==> src/rtl/ysyx22040413_idu_stage.sv <==
// ysyx22040413 decode stage: instruction queue, head decode,
// register-file read and registered bundle toward the EXU.
module ysyx22040413_idu_stage #(
  parameter int XLEN  = 64,
  parameter int DEPTH = 2
) (
  input  logic            clk,
  input  logic            rst,
  input  logic            flush,
  input  logic            in_valid,
  output logic            in_ready,
  input  logic [31:0]     in_inst,
  input  logic [XLEN-1:0] in_pc,
  output logic [4:0]      rs1idx,
  output logic [4:0]      rs2idx,
  input  logic [XLEN-1:0] rs1data,
  input  logic [XLEN-1:0] rs2data,
  output logic            out_valid,
  input  logic            out_ready,
  output logic [XLEN-1:0] out_pc,
  output logic            out_rs1en,
  output logic            out_rs2en,
  output logic            out_rdwen,
  output logic [4:0]      out_rdwidx,
  output logic [XLEN-1:0] out_alu_op1,
  output logic [XLEN-1:0] out_alu_op2,
  output logic [XLEN-1:0] out_pc_op1,
  output logic [XLEN-1:0] out_pc_op2,
  output logic            out_pc_update,
  output logic            out_jalr,
  output logic            out_alu_add,
  output logic            out_store,
  output logic            out_illegal
);

  localparam int AW = $clog2(DEPTH);
  localparam logic [AW:0] FULL_N = (AW+1)'(DEPTH);

  typedef struct packed {
    logic [XLEN-1:0] pc;
    logic            rs1en;
    logic            rs2en;
    logic            rdwen;
    logic [4:0]      rdwidx;
    logic [XLEN-1:0] alu_op1;
    logic [XLEN-1:0] alu_op2;
    logic [XLEN-1:0] pc_op1;
    logic [XLEN-1:0] pc_op2;
    logic            pc_update;
    logic            jalr;
    logic            alu_add;
    logic            store;
    logic            illegal;
  } bundle_t;

  logic [31:0]     mem_inst [DEPTH];
  logic [XLEN-1:0] mem_pc   [DEPTH];
  logic [AW-1:0]   wptr;
  logic [AW-1:0]   rptr;
  logic [AW:0]     count;
  logic            full;
  logic            empty;
  logic            push;
  logic            pop;

  assign full     = (count == FULL_N);
  assign empty    = (count == '0);
  assign in_ready = !rst && !full;
  assign push     = in_valid && in_ready;
  assign pop      = !empty && (!out_valid || out_ready);

  // store data is carried by a later stage, not this bundle
  logic unused_rs2data;
  assign unused_rs2data = ^rs2data;

  logic [31:0]     inst;
  logic [XLEN-1:0] pc;
  assign inst   = mem_inst[rptr];
  assign pc     = mem_pc[rptr];
  assign rs1idx = inst[19:15];
  assign rs2idx = inst[24:20];

  logic [6:0] opc;
  logic [2:0] f3;
  assign opc = inst[6:0];
  assign f3  = inst[14:12];

  logic is_addi, is_auipc, is_lui, is_jal, is_jalr, is_sd;
  assign is_addi  = (opc == 7'b0010011) && (f3 == 3'b000);
  assign is_auipc = (opc == 7'b0010111);
  assign is_lui   = (opc == 7'b0110111);
  assign is_jal   = (opc == 7'b1101111);
  assign is_jalr  = (opc == 7'b1100111) && (f3 == 3'b000);
  assign is_sd    = (opc == 7'b0100011) && (f3 == 3'b011)
                 && (XLEN == 64);

  logic [XLEN-1:0] i_imm, u_imm, s_imm, j_imm;
  assign i_imm = XLEN'($signed(inst[31:20]));
  assign u_imm = XLEN'($signed({inst[31:12], 12'b0}));
  assign s_imm = XLEN'($signed({inst[31:25], inst[11:7]}));
  assign j_imm = XLEN'($signed({inst[31], inst[19:12],
                                inst[20], inst[30:21], 1'b0}));

  bundle_t dec;
  bundle_t bund;

  // decode the queue head into a bundle
  always_comb begin
    dec    = '0;
    dec.pc = pc;
    unique case (1'b1)
      is_addi: begin
        dec.alu_op1 = rs1data;
        dec.alu_op2 = i_imm;
        dec.rs1en   = 1'b1;
        dec.rdwen   = 1'b1;
        dec.alu_add = 1'b1;
      end
      is_auipc: begin
        dec.alu_op1 = pc;
        dec.alu_op2 = u_imm;
        dec.rdwen   = 1'b1;
        dec.alu_add = 1'b1;
      end
      is_lui: begin
        dec.alu_op2 = u_imm;
        dec.rdwen   = 1'b1;
        dec.alu_add = 1'b1;
      end
      is_jal: begin
        dec.alu_op1   = pc;
        dec.alu_op2   = XLEN'(4);
        dec.pc_op1    = pc;
        dec.pc_op2    = j_imm;
        dec.rdwen     = 1'b1;
        dec.pc_update = 1'b1;
        dec.alu_add   = 1'b1;
      end
      is_jalr: begin
        dec.alu_op1   = pc;
        dec.alu_op2   = XLEN'(4);
        dec.pc_op1    = rs1data;
        dec.pc_op2    = i_imm;
        dec.rs1en     = 1'b1;
        dec.rdwen     = 1'b1;
        dec.pc_update = 1'b1;
        dec.jalr      = 1'b1;
        dec.alu_add   = 1'b1;
      end
      is_sd: begin
        dec.alu_op1 = rs1data;
        dec.alu_op2 = s_imm;
        dec.rs1en   = 1'b1;
        dec.rs2en   = 1'b1;
        dec.store   = 1'b1;
        dec.alu_add = 1'b1;
      end
      default: dec.illegal = 1'b1;
    endcase
    dec.rdwidx = dec.illegal ? 5'd0 : inst[11:7];
    dec.rdwen  = dec.rdwen && (inst[11:7] != 5'd0);
  end

  // queue storage, written on accepted pushes
  always_ff @(posedge clk) begin
    if (push && !flush) begin
      mem_inst[wptr] <= in_inst;
      mem_pc[wptr]   <= in_pc;
    end
  end

  // queue pointers and occupancy
  always_ff @(posedge clk or posedge rst) begin
    if (rst) begin
      wptr  <= '0;
      rptr  <= '0;
      count <= '0;
    end else if (flush) begin
      wptr  <= '0;
      rptr  <= '0;
      count <= '0;
    end else begin
      if (push) wptr <= wptr + AW'(1);
      if (pop)  rptr <= rptr + AW'(1);
      unique case ({push, pop})
        2'b10:   count <= count + (AW+1)'(1);
        2'b01:   count <= count - (AW+1)'(1);
        default: count <= count;
      endcase
    end
  end

  // output register toward the EXU
  always_ff @(posedge clk or posedge rst) begin
    if (rst) begin
      out_valid <= 1'b0;
      bund      <= '0;
    end else if (flush) begin
      out_valid <= 1'b0;
    end else if (pop) begin
      out_valid <= 1'b1;
      bund      <= dec;
    end else if (out_valid && out_ready) begin
      out_valid <= 1'b0;
    end
  end

  assign out_pc        = bund.pc;
  assign out_rs1en     = bund.rs1en;
  assign out_rs2en     = bund.rs2en;
  assign out_rdwen     = bund.rdwen;
  assign out_rdwidx    = bund.rdwidx;
  assign out_alu_op1   = bund.alu_op1;
  assign out_alu_op2   = bund.alu_op2;
  assign out_pc_op1    = bund.pc_op1;
  assign out_pc_op2    = bund.pc_op2;
  assign out_pc_update = bund.pc_update;
  assign out_jalr      = bund.jalr;
  assign out_alu_add   = bund.alu_add;
  assign out_store     = bund.store;
  assign out_illegal   = bund.illegal;

endmodule

==> config.mk <==
export PLATFORM = sky130hd
export DESIGN_NAME = ysyx22040413_idu_stage
export DESIGN_NICKNAME = d
export VERILOG_FILES = /design/src/rtl/ysyx22040413_idu_stage.sv
export SDC_FILE = /design/constraint.sdc
export NUM_CORES = 1
export LEC_CHECK = 0
export BUFFER_PORTS_ARGS = -buffer_cell sky130_fd_sc_hd__buf_2
export CAP_MARGIN = 40
export CORE_AREA = 2 2 226 228
export CTS_CLUSTER_SIZE = 20
export DETAILED_ROUTE_END_ITERATION = 10
export DIE_AREA = 0 0 228 230
export PLACE_DENSITY = 0.66
export SLEW_MARGIN = 30
export SYNTH_ARGS = -nofsm -noshare
export SYNTH_HDL_FRONTEND = slang
export SYNTH_SLANG_ARGS = --single-unit
==> constraint.sdc <==
create_clock -name clk -period 10.8 [get_ports clk]
set_input_delay 0.54 -clock clk [delete_from_list [all_inputs] [get_ports clk]]
set_output_delay 0.54 -clock clk [all_outputs]
set_load 0.05 [all_outputs]
==> results.py, run 1 <==
metrics = {
    "routing": {
        "dr_wl_met2_um": 25700,
        "viasPerCell": 5.13,
        "firstDrtPassIters": 4,
        "drt_wl_total_um": 52000,
        "met1_length_um": 21100,
        "drc_errors": 0,
        "wl_per_cell_um": 20.3,
        "via_count": 13200,
        "drtAntennaViolNets": 0,
        "top_layer_used": "met5",
        "drt_iter0_drc": 857,
        "wl_met3_um": 3450,
    },
    "sta": {
        "finalHoldViolCount": 0,
        "fmax_mhz": 314,
        "setup_tns_ns": 0,
        "period_minus_slack_ns": 3.19,
        "tightest_slew_ns": 0.906,
        "finClkSkew_ns": 0.0234,
        "drv_slew": 0,
        "slew_headroom_pct": 39.6,
        "rsz0062_at_grt": "false",
        "setup_viol": 0,
        "post-route-period-util_pct": 29.5,
    },
    "finish": {
        "drive_gt1_share_pct": 40.6,
        "fill_cells": 4558,
        "final_net_count": 2074,
        "area_growth_pct": 23.3,
        "mostFrequentLayoutCells": "509 x buf_2, 261 x dfrtp_1, 250 x nand2_1",
        "final_common_cell": "buf_2",
    },
    "global_routing": {
        "grt_start_max_net_pins": 147,
        "grt_pass1_wl_um": 79900,
        "grt_pass1_vias": 13400,
        "grt_usage_pct": 19.5,
        "overflow": 0,
        "antenna_found_initial": 11,
    },
    "synthesis": {
        "yosys.area_share.simple_pct": 9.05,
        "synth_compound_area_share_pct": 12.5,
        "ys_seq_area_share_pct": 65.9,
        "synthXorXnorAreaFrac_pct": 0.0938,
        "synthArstFlopShare_pct": 57.7,
        "synth_edf_count": 192,
        "syn-cell-area_um2": 18700,
        "synth_top_area_cell": "dfrtp_1",
        "synth_cell_types": 60,
        "synth_top_family_by_area": "compound AO/OA/AOI/OAI gates",
        "synth_mux_area_share_pct": 5.27,
        "yosys-top-cells-area": "dfrtp_1 35%, edfxtp_1 31%, nand2_1 5.0%",
        "synthCells": 1418,
        "synthAdderAreaFrac_pct": 0,
        "synth_top_area_share_pct": 35.1,
        "synth_nets": 1647,
        "avgSynthCellArea_um2": 13.2,
        "synthFlopType": "dfrtp_1",
        "synth-seq-cells": 454,
        "ys_warn_count": 0,
    },
    "critical_path": {
        "crit_family": "buffers and inverters",
        "slowest_delay_ns": 0.56,
        "critPathCaptureType": "flip-flop",
        "worstSetupPathType": "flip-flop to flip-flop",
        "critical_path_arrival_ns": 3.63,
        "crit_chain": "buf_16, nor4_2, o2bb2ai_1, a21oi_2, nor2_4, buf_4, buf_12, o221ai_2",
        "worstPathMaxFanout": 42,
        "startpoint_type": "flip-flop",
        "critPathLaunch": "rptr",
        "crit_buf_inv": 3,
        "critPathRequiredTime_ns": 11.24,
        "r2r_start": "rptr",
        "slowest_stage": "nor2_4",
    },
    "power": {
        "power_density_nw_per_um2": 199,
        "sw_frac_of_total_pct": 32.1,
        "leakagePower_uw": 0.0107,
        "irDropWorstVdd_mv": 0.115,
        "p_switching_uw": 1470,
        "power_frac_clock_pct": 35.9,
        "power.internal_uw": 3120,
        "combinationalPowerShare_pct": 20.3,
        "p_total_uw": 4600,
        "p_seq_share_pct": 43.9,
    },
    "clock_network": {
        "htree_levels": 2,
        "cts_setup_buffers": 0,
        "numClockSinks": 454,
        "cts_tree": "done",
        "cts_root_buffer": "clkbuf_16",
        "cts.clk_slew.worst_paths_ns": 0.06,
        "numCtsBuffers": 49,
        "hold_buffers": 1,
        "clkLatencyLatePin_ns": 0.59,
        "ctsResizeCount": 0,
        "clockBufferDepth": 3,
    },
    "worst_hold_path": {
        "min_path_type": "input port to flip-flop",
        "min_from": "in_pc[17]",
    },
    "floorplan": {
        "die_width_um": 228,
        "start_util_pct": 37.5,
        "fp.coreArea_um2": 49900,
        "die-area_um2": 52400,
        "rows": 82,
        "die_h_um": 230,
        "ios": 574,
    },
    "flow_run": {
        "drv_cap": 0,
    },
    "placement": {
        "dp_hpwl_um": 34700,
        "gp_congestion": 0.817,
        "io_buffers": 509,
    },
    "status": {
        "outcome": "finished clean",
    },
}
==> synth_stat cells, drive strengths merged (2+ instances only) <==
master / count
a211oi: 6
a21o: 5
a21oi: 24
a221o: 74
a222oi: 2
a22o: 13
a31oi: 2
and3: 4
buf: 130
clkbuf: 36
dfrtp: 262
edfxtp: 192
inv: 63
mux2: 67
mux2i: 23
nand2: 251
nand3: 2
nand3b: 5
nor2: 107
nor3: 15
nor3b: 2
o211ai: 2
o21a: 11
o21ai: 17
o221ai: 58
o22ai: 9
o2bb2ai: 8
o32ai: 2
or2: 2
or3: 2
or3b: 4
==> power by group through the flow <==
stage | logic [uW] | clock network [uW] | registers, uW
2_1_floorplan | 245 | 0 | 2480
3_3_place_gp | 912 | 0 | 2050
3_5_place_dp | 926 | 0 | 2050
4_1_cts | 929 | 1690 | 2020
5_1_grt | 979 | 1750 | 2030
6_report | 931 | 1650 | 2020
==> path summary, 6_finish.rpt <==
kind	endpoint	slack, ns	cells after the start
worst max register to register	out_alu_op1[6]	7.61	8
worst min register to register	out_pc[2]	0.47	2
worst max-delay path	out_alu_op1[6]	7.61	8
min in group asynchronous	out_pc_op1[7]	0.53	3
worst min-delay path	mem_pc[0][17]	0.14	1
max in group asynchronous	out_pc_op1[27]	9.08	4
==> cell type report <==
type                            instances  area, um^2  area share (%)
Sequential cell                       454       12300            53.5
Multi-Input combinational cell        735        5070            22.0
Timing Repair Buffer                  542        2930            12.7
Clock buffer                           73        1500            6.53
Tap cell                              672         841            3.65
Inverter                               63         244            1.06
Clock inverter                         18         103           0.445
Antenna cell                            7        17.5          0.0760
==> state kept, by name, indices dropped and copies added, names as in the netlist, 2 cells and up <==
| signal | count |
|---|---|
| out_pc_op1 | 64 |
| out_pc | 64 |
| mem_inst | 64 |
| out_rdwidx | 5 |
| count | 2 |
| out_alu_op1 | 64 |
| out_pc_op2 | 21 |
| out_alu_op2 | 32 |
| mem_pc | 128 |
==> stage by stage <==
| step | cells | util (%) | hold WS [ns] | instance area, um^2 | setup WS, ns |
|---|---|---|---|---|---|
| after CTS | 2552 | 46.0 | 0.110 | 22900 | 7.11 |
| after floorplan | 1418 | - | 0.510 | 18700 | 1.45 |
| final | 2564 | 46.2 | 0.141 | 23000 | 7.61 |
| after detailed placement | 2460 | 42.7 | 0.458 | 21300 | 7.11 |
| after global routing | 2564 | 46.2 | 0.115 | 23000 | 7.45 |
| after global placement | 2454 | 42.5 | 0.453 | 21200 | 6.95 |
==> worst reg2reg max path: cells and delay by family (launching register included) <==
kind / cells / cell delay [ns]
buffers and inverters: 3 / 1.03
AOI/OAI and AO/OA: 3 / 0.82
and+or+nand+nor: 2 / 0.67
DFF: 1 / 0.55
==> logic make-up after synthesis <==
logic type             after synthesis
AO/OA/AOI/OAI                      240
XOR/XNOR                             2
buffers and inverters              229
flip-flops                         454
multiplexers                        90
AND/OR/NAND/NOR                    403
==> per-layer routing <==
layer | vias up | GRT usage (%)
li1 | 5894 | -
met1 | 6647 | 24.0
met2 | 503 | 33.1
met3 | 112 | 4.86
met4 | 8 | 7.80
met5 | - | 0
Power figures use the tool's default switching activity.
==> run 2: changes to the inputs <==
- ABC_AREA: not set -> 1
- CORE_AREA: 2 2 226 228 -> not set
- CORE_MARGIN: not set -> 2
- CORE_UTILIZATION: not set -> 40
- DIE_AREA: 0 0 228 230 -> not set
- PLACE_DENSITY: 0.66 -> 0.72
- clock period: 10.8 -> 2.9 ns (I/O delays scaled with it)
==> results.py, run 2 <==
metrics = {
    "global_routing": {
        "grt_start_max_net_pins": 107,
        "grt_pass1_wl_um": 90400,
        "antenna_found_initial": 3,
        "overflow": 0,
        "grt_pass1_vias": 16100,
        "grt_usage_pct": 23.1,
    },
    "power": {
        "leakagePower_uw": 0.0125,
        "power_density_nw_per_um2": 819,
        "irDropWorstVdd_mv": 0.575,
        "p_total_uw": 20600,
    },
    "synthesis": {
        "synth_top_area_cell": "dfrtp_1",
        "synthArstFlopShare_pct": 57.7,
        "avgSynthCellArea_um2": 9.90,
        "syn-cell-area_um2": 19100,
        "synthAdderAreaFrac_pct": 0,
        "synth_top_family_by_area": "simple AND/OR/NAND/NOR gates",
        "synth_mux_area_share_pct": 0,
        "ys_seq_area_share_pct": 64.5,
        "synth_edf_count": 192,
        "synth_commonest_cells": "854 x nand2_1, 262 x dfrtp_1, 248 x nand3_1, 192 x edfxtp_1, 77 x buf_4",
        "synth_nets": 2159,
        "yosys.area_share.simple_pct": 24.8,
        "ys_warn_count": 0,
        "synth-seq-cells": 454,
        "synthFlopType": "dfrtp_1",
        "synthXorXnorAreaFrac_pct": 0,
        "synth_compound_area_share_pct": 3.87,
        "synthCells": 1930,
        "synth_cell_types": 30,
        "yosys-top-cells-area": "dfrtp_1 34%, edfxtp_1 30%, nand2_1 17%",
        "synth_most_common_cell": "nand2_1",
        "synth_top_area_share_pct": 34.3,
    },
    "critical_path": {
        "critPathCaptureType": "output port",
        "reg2reg_depth": 12,
        "reg2reg_slack_ns": 0.31,
        "r2r_start": "rptr",
        "critical_path_arrival_ns": 2.52,
        "r2r-end": "out_pc_op2[13]",
        "critPathLaunch": "rptr",
        "slowest_delay_ns": 0.60,
        "worstPathMaxFanout": 39,
        "slowest_stage": "dfrtp_4",
        "critPathRequiredTime_ns": 2.76,
        "cp_common_cell": "nand2_1",
        "startpoint_type": "flip-flop",
        "worstSetupPathType": "flip-flop to output port",
        "crit_chain": "inv_6, buf_6, nand2_1, nand2_1, buf_2",
        "endpoint": "rs2idx[2]",
    },
    "clock_network": {
        "clockBufferDepth": 3,
        "htree_levels": 2,
        "cts_root_buffer": "clkbuf_16",
        "numCtsBuffers": 47,
        "cts.clk_slew.worst_paths_ns": 0.06,
        "cts_setup_buffers": 0,
        "cts_tree": "done",
        "clkLatencyLatePin_ns": 0.57,
        "numClockSinks": 454,
    },
    "placement": {
        "io_buffers": 509,
        "place_ws_ns": 0.333,
        "numPlacedInstances": 2904,
        "gp_congestion": 0.854,
        "dp_hpwl_um": 37500,
    },
    "sta": {
        "slew_headroom_pct": 51.7,
        "finalHoldViolCount": 0,
        "finClkSkew_ns": 0.0180,
        "period_minus_slack_ns": 2.66,
        "fmax_mhz": 376,
        "worst_slack_ns": 0.237,
        "post-route-period-util_pct": 91.8,
        "rsz0062_at_grt": "false",
        "setup_viol": 0,
        "drv_slew": 0,
        "tightest_slew_ns": 0.725,
    },
    "finish": {
        "final_common_cell": "nand2_1",
        "top_register": "mem_pc",
        "largest_reg_flops": 128,
        "drive_gt1_share_pct": 26.2,
        "stdcell_count": 3159,
        "final_net_count": 2733,
        "area_growth_pct": 31.3,
        "mostFrequentLayoutCells": "852 x nand2_1, 509 x buf_2, 260 x dfrtp_1",
    },
    "floorplan": {
        "die_h_um": 223,
        "start_util_pct": 40.3,
        "rows": 80,
        "die-area_um2": 49500,
        "die_width_um": 223,
        "fp.coreArea_um2": 47400,
        "ios": 574,
    },
    "worst_hold_path": {
        "min_path_type": "input port to asynchronous set/reset pin",
    },
    "status": {
        "outcome": "finished clean",
    },
    "routing": {
        "drc_errors": 0,
        "viasPerCell": 5.20,
        "wl_per_cell_um": 18.7,
        "drt_iter0_drc": 1481,
        "drt_wl_total_um": 58900,
        "drtAntennaViolNets": 0,
        "firstDrtPassIters": 7,
        "via_count": 16400,
    },
    "flow_run": {
        "drv_cap": 0,
    },
}
-- run 2: changes by cell type after synthesis, sizes merged, moves of 31 or more --
cell,before,now
nand2,251,857
nand3,2,261
nor2,107,20
a221o,74,0
mux2,67,0
o211ai,2,66
o221ai,58,0
inv,63,32
-- run 2: cells by family (layout without fill, tap and decap cells) --
| family | Yosys count | count (layout) |
|---|---|---|
| buf+inv | 222 | 834 |
| flops | 454 | 454 |
| other cells | 0 | 2 |
| simple gates | 1143 | 1143 |
| compound gates | 111 | 111 |
-- run 2: layout make-up --
class,instances,area [um^2]
diodes,2,5.00
clock buffers,68,1400
clock inverters,19,165
fillers,4090,22400
inverters,32,136
multi-input cells,1254,5530
flip-flops and latches,454,12300
well taps,615,769
repair buffers,715,4750
-- run 2: report_power, final --
group	internal [uW]	switching (uW)	total, uW
Sequential	7400	396	7800
Combinational	1440	5200	6640
Clock	3540	2580	6110
-- run 2: metal layers --
layer  up-vias  routed length (um)  GRT usage [%]
met3       157                4620           4.34
met2       887               28500           38.2
li1       7463                   -              -
met4         2                2190           9.48
met5         -                  13              0
met1      7911               23600           30.1
-- run 2: worst min path at each step --
stage,from,end,cells past startpoint
6_report,rst,out_pc[54],3
5_1_grt,rst,out_pc[54],3
4_1_cts,out_ready,rptr,5
3_5_place_dp,in_pc[41],mem_pc[0][41],1
3_3_place_gp,in_pc[9],mem_pc[0][9],1
2_1_floorplan,flush,out_valid,1
-- run 2: metrics by stage --
step	util, %	hold slack (ns)	cell area, um^2	TNS, ns
2_1_floorplan	-	0.208	19100	-187.83
3_3_place_gp	46.0	0.334	21800	0
3_5_place_dp	46.0	0.337	21800	0
4_1_cts	52.8	0.0966	25000	0
5_1_grt	52.9	0.0890	25100	0
6_report	52.9	0.106	25100	0
-- run 2: critical path: cells and delay by family, from the launching register on --
kind | cells | cell delay (ns)
flip-flops | 1 | 0.60
buffers and inverters | 3 | 0.98
AND/OR/NAND/NOR | 2 | 0.30
-- run 2: what timing repair did --
action,in CTS,in global routing
endpoints found under the setup margin,0,2
hold buffers,164,0
hold endpoints to repair,346,0
resized for setup,0,1
